===== src/rtl/hazard_pkg.sv =====
// Shared types and constants for the pipeline hazard/forwarding controller.
package hazard_pkg;

  typedef struct packed {
    logic       valid;
    logic [4:0] rd;
    logic       load;
  } sb_entry_t;

  localparam int unsigned FSEL_REG = 0;
  localparam int unsigned MEM_LAT_MIN = 1;
  localparam int unsigned MEM_LAT_MAX = 4;

  // Select code for load data returned at the last MEM stage of a depth-d scoreboard.
  function automatic int unsigned FSEL_LOADDATA(input int unsigned d);
    return d + 1;
  endfunction

  function automatic bit mem_lat_ok(input int unsigned mem_lat);
    return (mem_lat >= MEM_LAT_MIN) && (mem_lat <= MEM_LAT_MAX);
  endfunction

endpackage


===== src/rtl/pipe_hazard_ctrl_if.sv =====
// ID-stage operand/destination info in, pipeline control and debug counters out.
interface pipe_hazard_ctrl_if #(
  parameter int unsigned FSEL_W = 2,
  parameter int unsigned CNT_W  = 16
);
  logic              id_valid;
  logic [4:0]        rs1_addr;
  logic [4:0]        rs2_addr;
  logic              rs1_use;
  logic              rs2_use;
  logic [4:0]        rd_addr;
  logic              reg_write;
  logic              is_load;
  logic              branch_taken;
  logic              pc_en;
  logic              fd_en;
  logic              fd_flush;
  logic              de_flush;
  logic [FSEL_W-1:0] fwd_sel_a;
  logic [FSEL_W-1:0] fwd_sel_b;
  logic [CNT_W-1:0]  stall_cnt;
  logic [CNT_W-1:0]  flush_cnt;

  modport master (
    output id_valid, rs1_addr, rs2_addr, rs1_use, rs2_use, rd_addr, reg_write, is_load,
           branch_taken,
    input  pc_en, fd_en, fd_flush, de_flush, fwd_sel_a, fwd_sel_b, stall_cnt, flush_cnt
  );

  modport slave (
    input  id_valid, rs1_addr, rs2_addr, rs1_use, rs2_use, rd_addr, reg_write, is_load,
           branch_taken,
    output pc_en, fd_en, fd_flush, de_flush, fwd_sel_a, fwd_sel_b, stall_cnt, flush_cnt
  );
endinterface


===== src/rtl/hazard_scoreboard.sv =====
// Shift register of in-flight register writers (EX, MEM1..MEMn) with a
// youngest-first match lookup for the two ID source operands.
module hazard_scoreboard
  import hazard_pkg::*;
#(
  parameter int unsigned MEM_LAT = 1,
  parameter int unsigned D       = MEM_LAT + 1,
  parameter int unsigned SW      = $clog2(D + 1)
) (
  input  logic                 clk,
  input  logic                 rst,
  input  logic [1:0][4:0]      src_addr,
  input  logic [1:0]           src_use,
  input  sb_entry_t            ins,
  output logic [1:0]           hit,
  output logic [1:0][SW-1:0]   stage,
  output logic [1:0]           load
);

  sb_entry_t sb [1:D];

  always_ff @(posedge clk) begin
    if (rst) begin
      for (int s = 1; s <= int'(D); s++) sb[s] <= '0;
    end else begin
      sb[1] <= ins;
      for (int s = 2; s <= int'(D); s++) sb[s] <= sb[s-1];
    end
  end

  // Scan oldest to youngest so the youngest match overwrites older ones.
  always_comb begin
    hit   = '0;
    stage = '0;
    load  = '0;
    for (int i = 0; i < 2; i++) begin
      for (int s = int'(D); s >= 1; s--) begin
        if (src_use[i] && sb[s].valid && (sb[s].rd != 5'd0) && (sb[s].rd == src_addr[i])) begin
          hit[i]   = 1'b1;
          stage[i] = SW'(s);
          load[i]  = sb[s].load;
        end
      end
    end
  end

endmodule


===== src/rtl/pipe_hazard_ctrl.sv =====
// Load-use stall, branch flush and operand-forwarding control for the ID stage,
// with saturating stall/flush event counters.
module pipe_hazard_ctrl
  import hazard_pkg::*;
#(
  parameter int unsigned MEM_LAT = 1,
  parameter int unsigned CNT_W   = 16,
  parameter int unsigned FSEL_W  = $clog2(MEM_LAT + 3)
) (
  input logic               clk,
  input logic               rst,
  pipe_hazard_ctrl_if.slave bus
);

  localparam int unsigned D  = MEM_LAT + 1;
  localparam int unsigned SW = $clog2(D + 1);
  localparam logic [CNT_W-1:0] CNT_MAX = '1;

  if (!mem_lat_ok(MEM_LAT)) begin : g_bad_mem_lat
    $error("pipe_hazard_ctrl: MEM_LAT must be in 1..4");
  end

  logic [1:0][4:0]        src_addr;
  logic [1:0]             src_use;
  logic [1:0]             hit;
  logic [1:0][SW-1:0]     stage;
  logic [1:0]             load;
  logic [1:0]             lu_hazard;
  logic [1:0][FSEL_W-1:0] sel;
  logic                   stall_c;
  logic                   flush_c;
  sb_entry_t              ins;
  logic [CNT_W-1:0]       stall_cnt;
  logic [CNT_W-1:0]       flush_cnt;

  assign src_addr = {bus.rs2_addr, bus.rs1_addr};
  assign src_use  = {bus.rs2_use, bus.rs1_use};

  hazard_scoreboard #(
    .MEM_LAT (MEM_LAT),
    .D       (D),
    .SW      (SW)
  ) u_sb (
    .clk      (clk),
    .rst      (rst),
    .src_addr (src_addr),
    .src_use  (src_use),
    .ins      (ins),
    .hit      (hit),
    .stage    (stage),
    .load     (load)
  );

  // A load still short of the last MEM stage cannot be forwarded yet.
  always_comb begin
    lu_hazard = '0;
    ins       = '0;
    for (int i = 0; i < 2; i++) begin
      sel[i] = FSEL_W'(FSEL_REG);
      if (hit[i]) begin
        if (!load[i])                 sel[i] = FSEL_W'(stage[i]);
        else if (stage[i] == SW'(D))  sel[i] = FSEL_W'(FSEL_LOADDATA(D));
        else                          lu_hazard[i] = 1'b1;
      end
    end
    stall_c = bus.id_valid && (lu_hazard != 2'b00);
    flush_c = bus.branch_taken && !stall_c;
    if (bus.id_valid && !stall_c && bus.reg_write && (bus.rd_addr != 5'd0)) begin
      ins.valid = 1'b1;
      ins.rd    = bus.rd_addr;
      ins.load  = bus.is_load;
    end
    bus.pc_en     = !stall_c;
    bus.fd_en     = !stall_c;
    bus.de_flush  = stall_c;
    bus.fd_flush  = flush_c;
    bus.fwd_sel_a = sel[0];
    bus.fwd_sel_b = sel[1];
  end

  always_ff @(posedge clk) begin
    if (rst) begin
      stall_cnt <= '0;
      flush_cnt <= '0;
    end else begin
      if (stall_c && (stall_cnt != CNT_MAX)) stall_cnt <= stall_cnt + CNT_W'(1);
      if (flush_c && (flush_cnt != CNT_MAX)) flush_cnt <= flush_cnt + CNT_W'(1);
    end
  end

  assign bus.stall_cnt = stall_cnt;
  assign bus.flush_cnt = flush_cnt;

endmodule


===== src/flat_wrapper.sv =====
// flat-port wrapper written by rule: the top's interface ports become plain ports
module pipe_hazard_ctrl_flat import hazard_pkg::*;
#(
  parameter int unsigned MEM_LAT = 1,
  parameter int unsigned CNT_W   = 16,
  parameter int unsigned FSEL_W  = $clog2(MEM_LAT + 3)
)
  (clk, rst, bus_id_valid, bus_rs1_addr, bus_rs2_addr, bus_rs1_use, bus_rs2_use, bus_rd_addr, bus_reg_write, bus_is_load, bus_branch_taken, bus_pc_en, bus_fd_en, bus_fd_flush, bus_de_flush, bus_fwd_sel_a, bus_fwd_sel_b, bus_stall_cnt, bus_flush_cnt);
  pipe_hazard_ctrl_if #(.FSEL_W(FSEL_W), .CNT_W(CNT_W)) bus_i ();
  input logic clk;
  input logic rst;
  input wire logic [$bits(bus_i.id_valid)-1:0] bus_id_valid;
  input wire logic [$bits(bus_i.rs1_addr)-1:0] bus_rs1_addr;
  input wire logic [$bits(bus_i.rs2_addr)-1:0] bus_rs2_addr;
  input wire logic [$bits(bus_i.rs1_use)-1:0] bus_rs1_use;
  input wire logic [$bits(bus_i.rs2_use)-1:0] bus_rs2_use;
  input wire logic [$bits(bus_i.rd_addr)-1:0] bus_rd_addr;
  input wire logic [$bits(bus_i.reg_write)-1:0] bus_reg_write;
  input wire logic [$bits(bus_i.is_load)-1:0] bus_is_load;
  input wire logic [$bits(bus_i.branch_taken)-1:0] bus_branch_taken;
  output wire logic [$bits(bus_i.pc_en)-1:0] bus_pc_en;
  output wire logic [$bits(bus_i.fd_en)-1:0] bus_fd_en;
  output wire logic [$bits(bus_i.fd_flush)-1:0] bus_fd_flush;
  output wire logic [$bits(bus_i.de_flush)-1:0] bus_de_flush;
  output wire logic [$bits(bus_i.fwd_sel_a)-1:0] bus_fwd_sel_a;
  output wire logic [$bits(bus_i.fwd_sel_b)-1:0] bus_fwd_sel_b;
  output wire logic [$bits(bus_i.stall_cnt)-1:0] bus_stall_cnt;
  output wire logic [$bits(bus_i.flush_cnt)-1:0] bus_flush_cnt;
  assign bus_i.id_valid = bus_id_valid;
  assign bus_i.rs1_addr = bus_rs1_addr;
  assign bus_i.rs2_addr = bus_rs2_addr;
  assign bus_i.rs1_use = bus_rs1_use;
  assign bus_i.rs2_use = bus_rs2_use;
  assign bus_i.rd_addr = bus_rd_addr;
  assign bus_i.reg_write = bus_reg_write;
  assign bus_i.is_load = bus_is_load;
  assign bus_i.branch_taken = bus_branch_taken;
  assign bus_pc_en = bus_i.pc_en;
  assign bus_fd_en = bus_i.fd_en;
  assign bus_fd_flush = bus_i.fd_flush;
  assign bus_de_flush = bus_i.de_flush;
  assign bus_fwd_sel_a = bus_i.fwd_sel_a;
  assign bus_fwd_sel_b = bus_i.fwd_sel_b;
  assign bus_stall_cnt = bus_i.stall_cnt;
  assign bus_flush_cnt = bus_i.flush_cnt;
  pipe_hazard_ctrl #(.MEM_LAT(MEM_LAT), .CNT_W(CNT_W), .FSEL_W(FSEL_W)) u_core (.clk(clk), .rst(rst), .bus(bus_i));
endmodule

===== config.mk =====
export PLATFORM = sky130hd
export DESIGN_NAME = pipe_hazard_ctrl_flat
export DESIGN_NICKNAME = d
export VERILOG_FILES = /design/src/rtl/hazard_pkg.sv /design/src/rtl/pipe_hazard_ctrl_if.sv /design/src/rtl/hazard_scoreboard.sv /design/src/rtl/pipe_hazard_ctrl.sv /design/src/flat_wrapper.sv
export SDC_FILE = /design/constraint.sdc
export NUM_CORES = 1
export LEC_CHECK = 0
export BUFFER_PORTS_ARGS = -buffer_cell sky130_fd_sc_hd__buf_4
export CAP_MARGIN = 20
export CORE_MARGIN = 2
export CORE_UTILIZATION = 56
export CTS_CLUSTER_SIZE = 20
export DETAILED_ROUTE_END_ITERATION = 10
export PLACE_DENSITY = 0.84
export SKIP_CTS_REPAIR_TIMING = 1
export SLEW_MARGIN = 20
export SYNTH_ARGS = -nofsm -noshare
export SYNTH_HDL_FRONTEND = slang
export SYNTH_SLANG_ARGS = --single-unit

===== constraint.sdc =====
create_clock -name clk -period 6.2 [get_ports clk]
set_clock_uncertainty 0.05 [all_clocks]
set_input_delay 1.55 -clock clk [delete_from_list [all_inputs] [get_ports clk]]
set_output_delay 1.55 -clock clk [all_outputs]
set_load 0.005 [all_outputs]

* After elaboration in Yosys (flattened, before gate mapping)
Memory sizes are Yosys's and may differ from the RTL's. Cells that the tools add are included.
Storage, ports and cells: flip-flop bits (word level) 32, bits in writable memories 14, input port bits 23, output and inout port bits 40, memories kept 1
Operators by class: $add $sub $neg 2, equal/unequal tests 8, multiplexer cells 30, bitwise gates (word level) 2, reductions and logical operators 24
Memory list:
- u_core.u_sb.sb | words 2, width 7, rd ports 2, clocked after memory_dff 0, wr ports 2, RTL line hazard_scoreboard.sv:20 | sb_entry_t sb [1:D];
Operator list (number):
- 16-bit by 1-bit adder with 16-bit output, second input constant | 2
- 16-bit inequality test, second input constant | 2
- 7-bit two-way mux | 3
- 5-bit equality test | 4
- 2-bit two-way mux | 10
- 1-bit logical AND | 19
- 1-bit two-way mux | 17
- 5-bit nonzero test | 3
- 2-bit equality test, second input constant | 2
- 1-bit bitwise OR | 2
- 2-bit nonzero test | 1
- 1-bit zero test | 1

* Depth between registers and ports, before layout
depth after elaboration 17, mapped depth 9, depth with buffers taken out 8

* Modules after synthesis
Synthesis repeated with hierarchy kept, for this count alone.
Second synthesis, totals: cell total of the unflattened synthesis 300, area total of the unflattened synthesis 2529.9 um^2
Modules (own cells, without submodules):
- pipe_hazard_ctrl | times used 1, cells each 226, area an instance 1813.0 um^2
- hazard_scoreboard | times used 1, cells each 74, area an instance 716.9 um^2

* Worst setup path after synthesis
OpenSTA, ideal clock, no wires.
path kind in2out, from in bus_rs1_addr[4], to out bus_fwd_sel_a[0], arrival time 2.541 ns, required time 4.600 ns, setup slack 2.059 ns, cell stages on the path 7, buffers on the path 0, path through xor2_1 nor4_1 and3_1 nor2b_1 nor3_1 nand2_1 o21ai_0
Between the ends: cells in the longest elaborated chain, start to end 8, elaborated cells on any way between the ends 14
Ends and longest elaborated chain:
- from (decl) | RTL line flat_wrapper.sv:13 | input wire logic [$bits(bus_i.rs1_addr)-1:0] bus_rs1_addr;
- 5-bit equality test | RTL line hazard_scoreboard.sv:38 | if (src_use[i] && sb[s].valid && (sb[s].rd != 5'd0) && (sb[s].rd == src_addr[i])) begin
- 1-bit logical AND | RTL line hazard_scoreboard.sv:38
- 2-bit two-way mux (2 in a row) | RTL line hazard_scoreboard.sv:38
- 2-bit equality test | RTL line pipe_hazard_ctrl.sv:62 | else if (stage[i] == SW'(D)) sel[i] = FSEL_W'(FSEL_LOADDATA(D));
- 2-bit two-way mux | RTL line pipe_hazard_ctrl.sv:62
- 2-bit two-way mux | RTL line pipe_hazard_ctrl.sv:61 | if (!load[i]) sel[i] = FSEL_W'(stage[i]);
- 2-bit two-way mux * | RTL line pipe_hazard_ctrl.sv:60 | if (hit[i]) begin
- to (decl) | RTL line flat_wrapper.sv:25 | output wire logic [$bits(bus_i.fwd_sel_a)-1:0] bus_fwd_sel_a;
Every way passes the cells marked *; elsewhere a longest branch is shown, timed or not.

* Worst setup path after layout
from in bus_rs2_addr[3], to out bus_de_flush
Between the ends: cells in the longest elaborated chain, start to end 10, elaborated cells on any way between the ends 16
Ends and longest elaborated chain:
- from (decl) | RTL line flat_wrapper.sv:14 | input wire logic [$bits(bus_i.rs2_addr)-1:0] bus_rs2_addr;
- 5-bit equality test | RTL line hazard_scoreboard.sv:38
- 1-bit logical AND | RTL line hazard_scoreboard.sv:38
- 2-bit two-way mux (2 in a row) | RTL line hazard_scoreboard.sv:38
- 2-bit equality test | RTL line pipe_hazard_ctrl.sv:62
- 1-bit two-way mux | RTL line pipe_hazard_ctrl.sv:62
- 1-bit two-way mux | RTL line pipe_hazard_ctrl.sv:61
- 1-bit two-way mux * | RTL line pipe_hazard_ctrl.sv:60
- 2-bit nonzero test * | RTL line pipe_hazard_ctrl.sv:66 | stall_c = bus.id_valid && (lu_hazard != 2'b00);
- 1-bit logical AND * | RTL line pipe_hazard_ctrl.sv:66
- to (decl) | RTL line flat_wrapper.sv:24 | output wire logic [$bits(bus_i.de_flush)-1:0] bus_de_flush;
Marked as above.

==> flow_summary_export.csv <==
group,metric,value,unit
yosys,synth_nets,287,
pwr,netSwitchingFraction,0.200,
layout,syn_to_final_growth,26.5,%
die,rows,23,
routing,post-route-drc-count,0,
placed_design,portBuffers,62,
placed_design,placed_cells,364,
pwr,ir_drop,163,µV
yosys,synth-seq-cells,46,
routing,met3_wirelength,319,µm
critical_path,crit_fanout,21,
die,die_y,68.3,µm
critical_path,endpoint_kind,"output port",
routing,postRouteAntennaNets,0,
timing,whs,0.437,ns
routing,drt-total-wl,5380,µm
yosys,synthesis.area,2320,µm²
routing,drt_iter0_drc,132,
die,die_x,68.3,µm
critical_path,arrival,3.21,ns
global_route,grt_start_max_net_pins,41,
global_route,grt_first_pass_wirelength,8640,µm
timing,final-hold-violation-count,0,
yosys,synthTopCellsByArea,"dfxtp_1 (40%), xor2_1 (12%), xnor2_1 (5.3%)",
layout,fin_nets,346,
pwr,power-per-cell-area,209,nW/µm²
pwr,comb_power_share,0.060,
layout,layoutNonFillerInstCount,372,
min_path,hp-class,"reg2reg",
pwr,p_int,0.000490,W
clocking,htree_levels,2,
yosys,yosys_most_used_dff,"dfxtp_1",
critical_path,start_kind,"input port",
die,io-pin-count,63,
timing,rsz0062_at_grt,"no",
timing,fin_setup_tns,0,ns
timing,slew_viol_final,0,
routing,vias,2064,
yosys,yosysTopAreaCell,"dfxtp_1",
routing,vias_per_cell,5.55,
global_route,antenna_found_initial,0,
routing,wl_per_cell,14.4,µm
clocking,cts_buffers,5,
global_route,track_usage,0.246,
yosys,synth_edf_count,0,
pwr,netSwitchingPower,0.000123,W
pwr,p_leak,1.20,nW
clocking,clk_pin_slew_worst_paths,0.09,ns
clocking,clock-root-buffer,"clkbuf_8",
layout,num_antenna_cells,0,
die,fp.dieArea,4670,µm²
timing,final-setup-viol-count,0,
yosys,yosys_warnings,0,
outcome,outcome,"finished clean",
placed_design,place_hpwl,3810,µm
global_route,grt_overflow,0,
critical_path,required,4.60,ns
yosys,ys_async_sr_fraction,0,
placed_design,routabilityCongestion,0.862,
clocking,cts_tree,"done",
yosys,synth-seq-area-share,0.398,
die,start_util,0.579,
clocking,clk_latency,0.30,ns
critical_path,critPathKind,"in2out",
timing,fmax,0.208,GHz
yosys,synth_top_cell_area_share,0.398,
timing,slew_headroom,0.580,
die,core_area,4000,µm²
yosys,synth.distinct_cells,36,
pwr,power_frac_seq,0.494,
timing,tightest_slew,0.629,ns
clocking,clock_sinks,46,
routing,met1_length,2330,µm
global_route,grt_pass1_vias,1870,
routing,met2WireLength,2620,µm
yosys,synth_cells,262,
clocking,cts_max_path_buffers,2,
timing,fin_crit_sh,0.776,
routing,highest_layer,"met4",
job,cap_violations,0,
pwr,p_clk_frac,0.446,
yosys,avgSynthCellArea,8.84,µm²
routing,firstDrtPassIters,4,
timing,fin_crit,4.81,ns
layout,drive_gt1_frac,0.245,
[worst max-delay path, cell delays in order]
cell and delay, ns:
buf_4 0.12, xor2_1 0.17, nor4_1 0.07, and3_1 0.18
o21ai_2 0.50, inv_2 0.36, buf_4 0.25
[logic make-up after synthesis]
family | count (synthesis) | synth area share
compound gates | 18 | 0.0465
xor+xnor | 45 | 0.170
fa+ha+maj | 2 | 0.0108
buf+inv | 14 | 0.0308
flops | 46 | 0.398
mux | 1 | 0.00432
simple gates | 136 | 0.340
[layer usage]
metal,global-route usage,vias to the layer above
met1,0.312,950
met2,0.411,73
met3,0.0477,12
met4,0.0950,0
li1,-,1029
met5,0,-
[worst paths after layout]
| kind | from | slack, ns | depth (start not counted) | to |
|---|---|---|---|---|
| min | u_core.u_sb.sb[1][6] | 0.44 | 1 | u_core.u_sb.sb[2][6] |
| max | bus_rs2_addr[3] | 1.39 | 7 | bus_de_flush |
| max reg2reg | u_core.u_sb.sb[1][5] | 3.49 | 8 | u_core.bus.stall_cnt[15] |
| min reg2reg | u_core.u_sb.sb[1][6] | 0.44 | 1 | u_core.u_sb.sb[2][6] |
[power by group through the flow]
stage	Combinational, W	Sequential [W]	Clock, W
after floorplan	0.0000172	0.000309	0
after global placement	0.0000355	0.000309	0
after detailed placement	0.0000364	0.000310	0
after CTS	0.0000367	0.000303	0.000275
after global routing	0.0000402	0.000303	0.000286
final	0.0000366	0.000303	0.000274
[registers in the layout, indices dropped and copies added, names as in the netlist]
| signal | flops |
|---|---|
| u_core.bus.stall_cnt | 16 |
| u_core.u_sb.sb | 14 |
| u_core.bus.flush_cnt | 16 |
[synthesized netlist by cell type, types with 2 or more instances]
library cell / count
nor2b_1: 9
nand4_1: 9
and2_1: 8
nor4_1: 5
xnor2_1: 14
xor2_1: 31
and3_1: 7
nor2_1: 32
nor3b_1: 2
and4_1: 4
ha_1: 2
or4b_1: 2
nand2_1: 15
nor3_1: 7
or3_1: 4
clkbuf_1: 7
or4_1: 5
nor4_4: 2
dfxtp_1: 46
inv_1: 3
o21ai_0: 7
buf_6: 2
o21ai_2: 2
nand3_1: 20
a21oi_1: 6
[metrics by stage]
stage	total power (W)	worst slack, ns	utilization	area (µm²)
floorplan	0.000326	2.06	-	2320
global placement	0.000345	1.46	0.697	2790
CTS	0.000615	1.42	0.733	2930
global route	0.000629	1.28	0.733	2930
detailed placement	0.000346	1.44	0.697	2790
finish	0.000613	1.39	0.733	2930
[cells in the final DEF (no fill, tap or decap), drive strengths merged, types with 6 or more instances in the layout]
| cell | instances |
|---|---|
| a21oi | 6 |
| and2 | 8 |
| and3 | 7 |
| buf | 62 |
| clkbuf | 6 |
| dfxtp | 46 |
| nand2 | 16 |
| nand3 | 20 |
| nand4 | 9 |
| nor2 | 32 |
| nor2b | 9 |
| nor3 | 7 |
| nor4 | 7 |
| o21ai | 9 |
| or4 | 6 |
| xnor2 | 14 |
| xor2 | 31 |
[final cells by class]
cell class,instances,area [µm²]
Sequential cell,46,921
Tap cell,50,62.6
Clock inverter,2,60.1
Multi-Input combinational cell,202,1320
Clock buffer,6,82.6
Timing Repair Buffer,62,465
Inverter,4,15.0
Fill cell,333,1070
No activity file was read; power rests on OpenSTA's default activity.
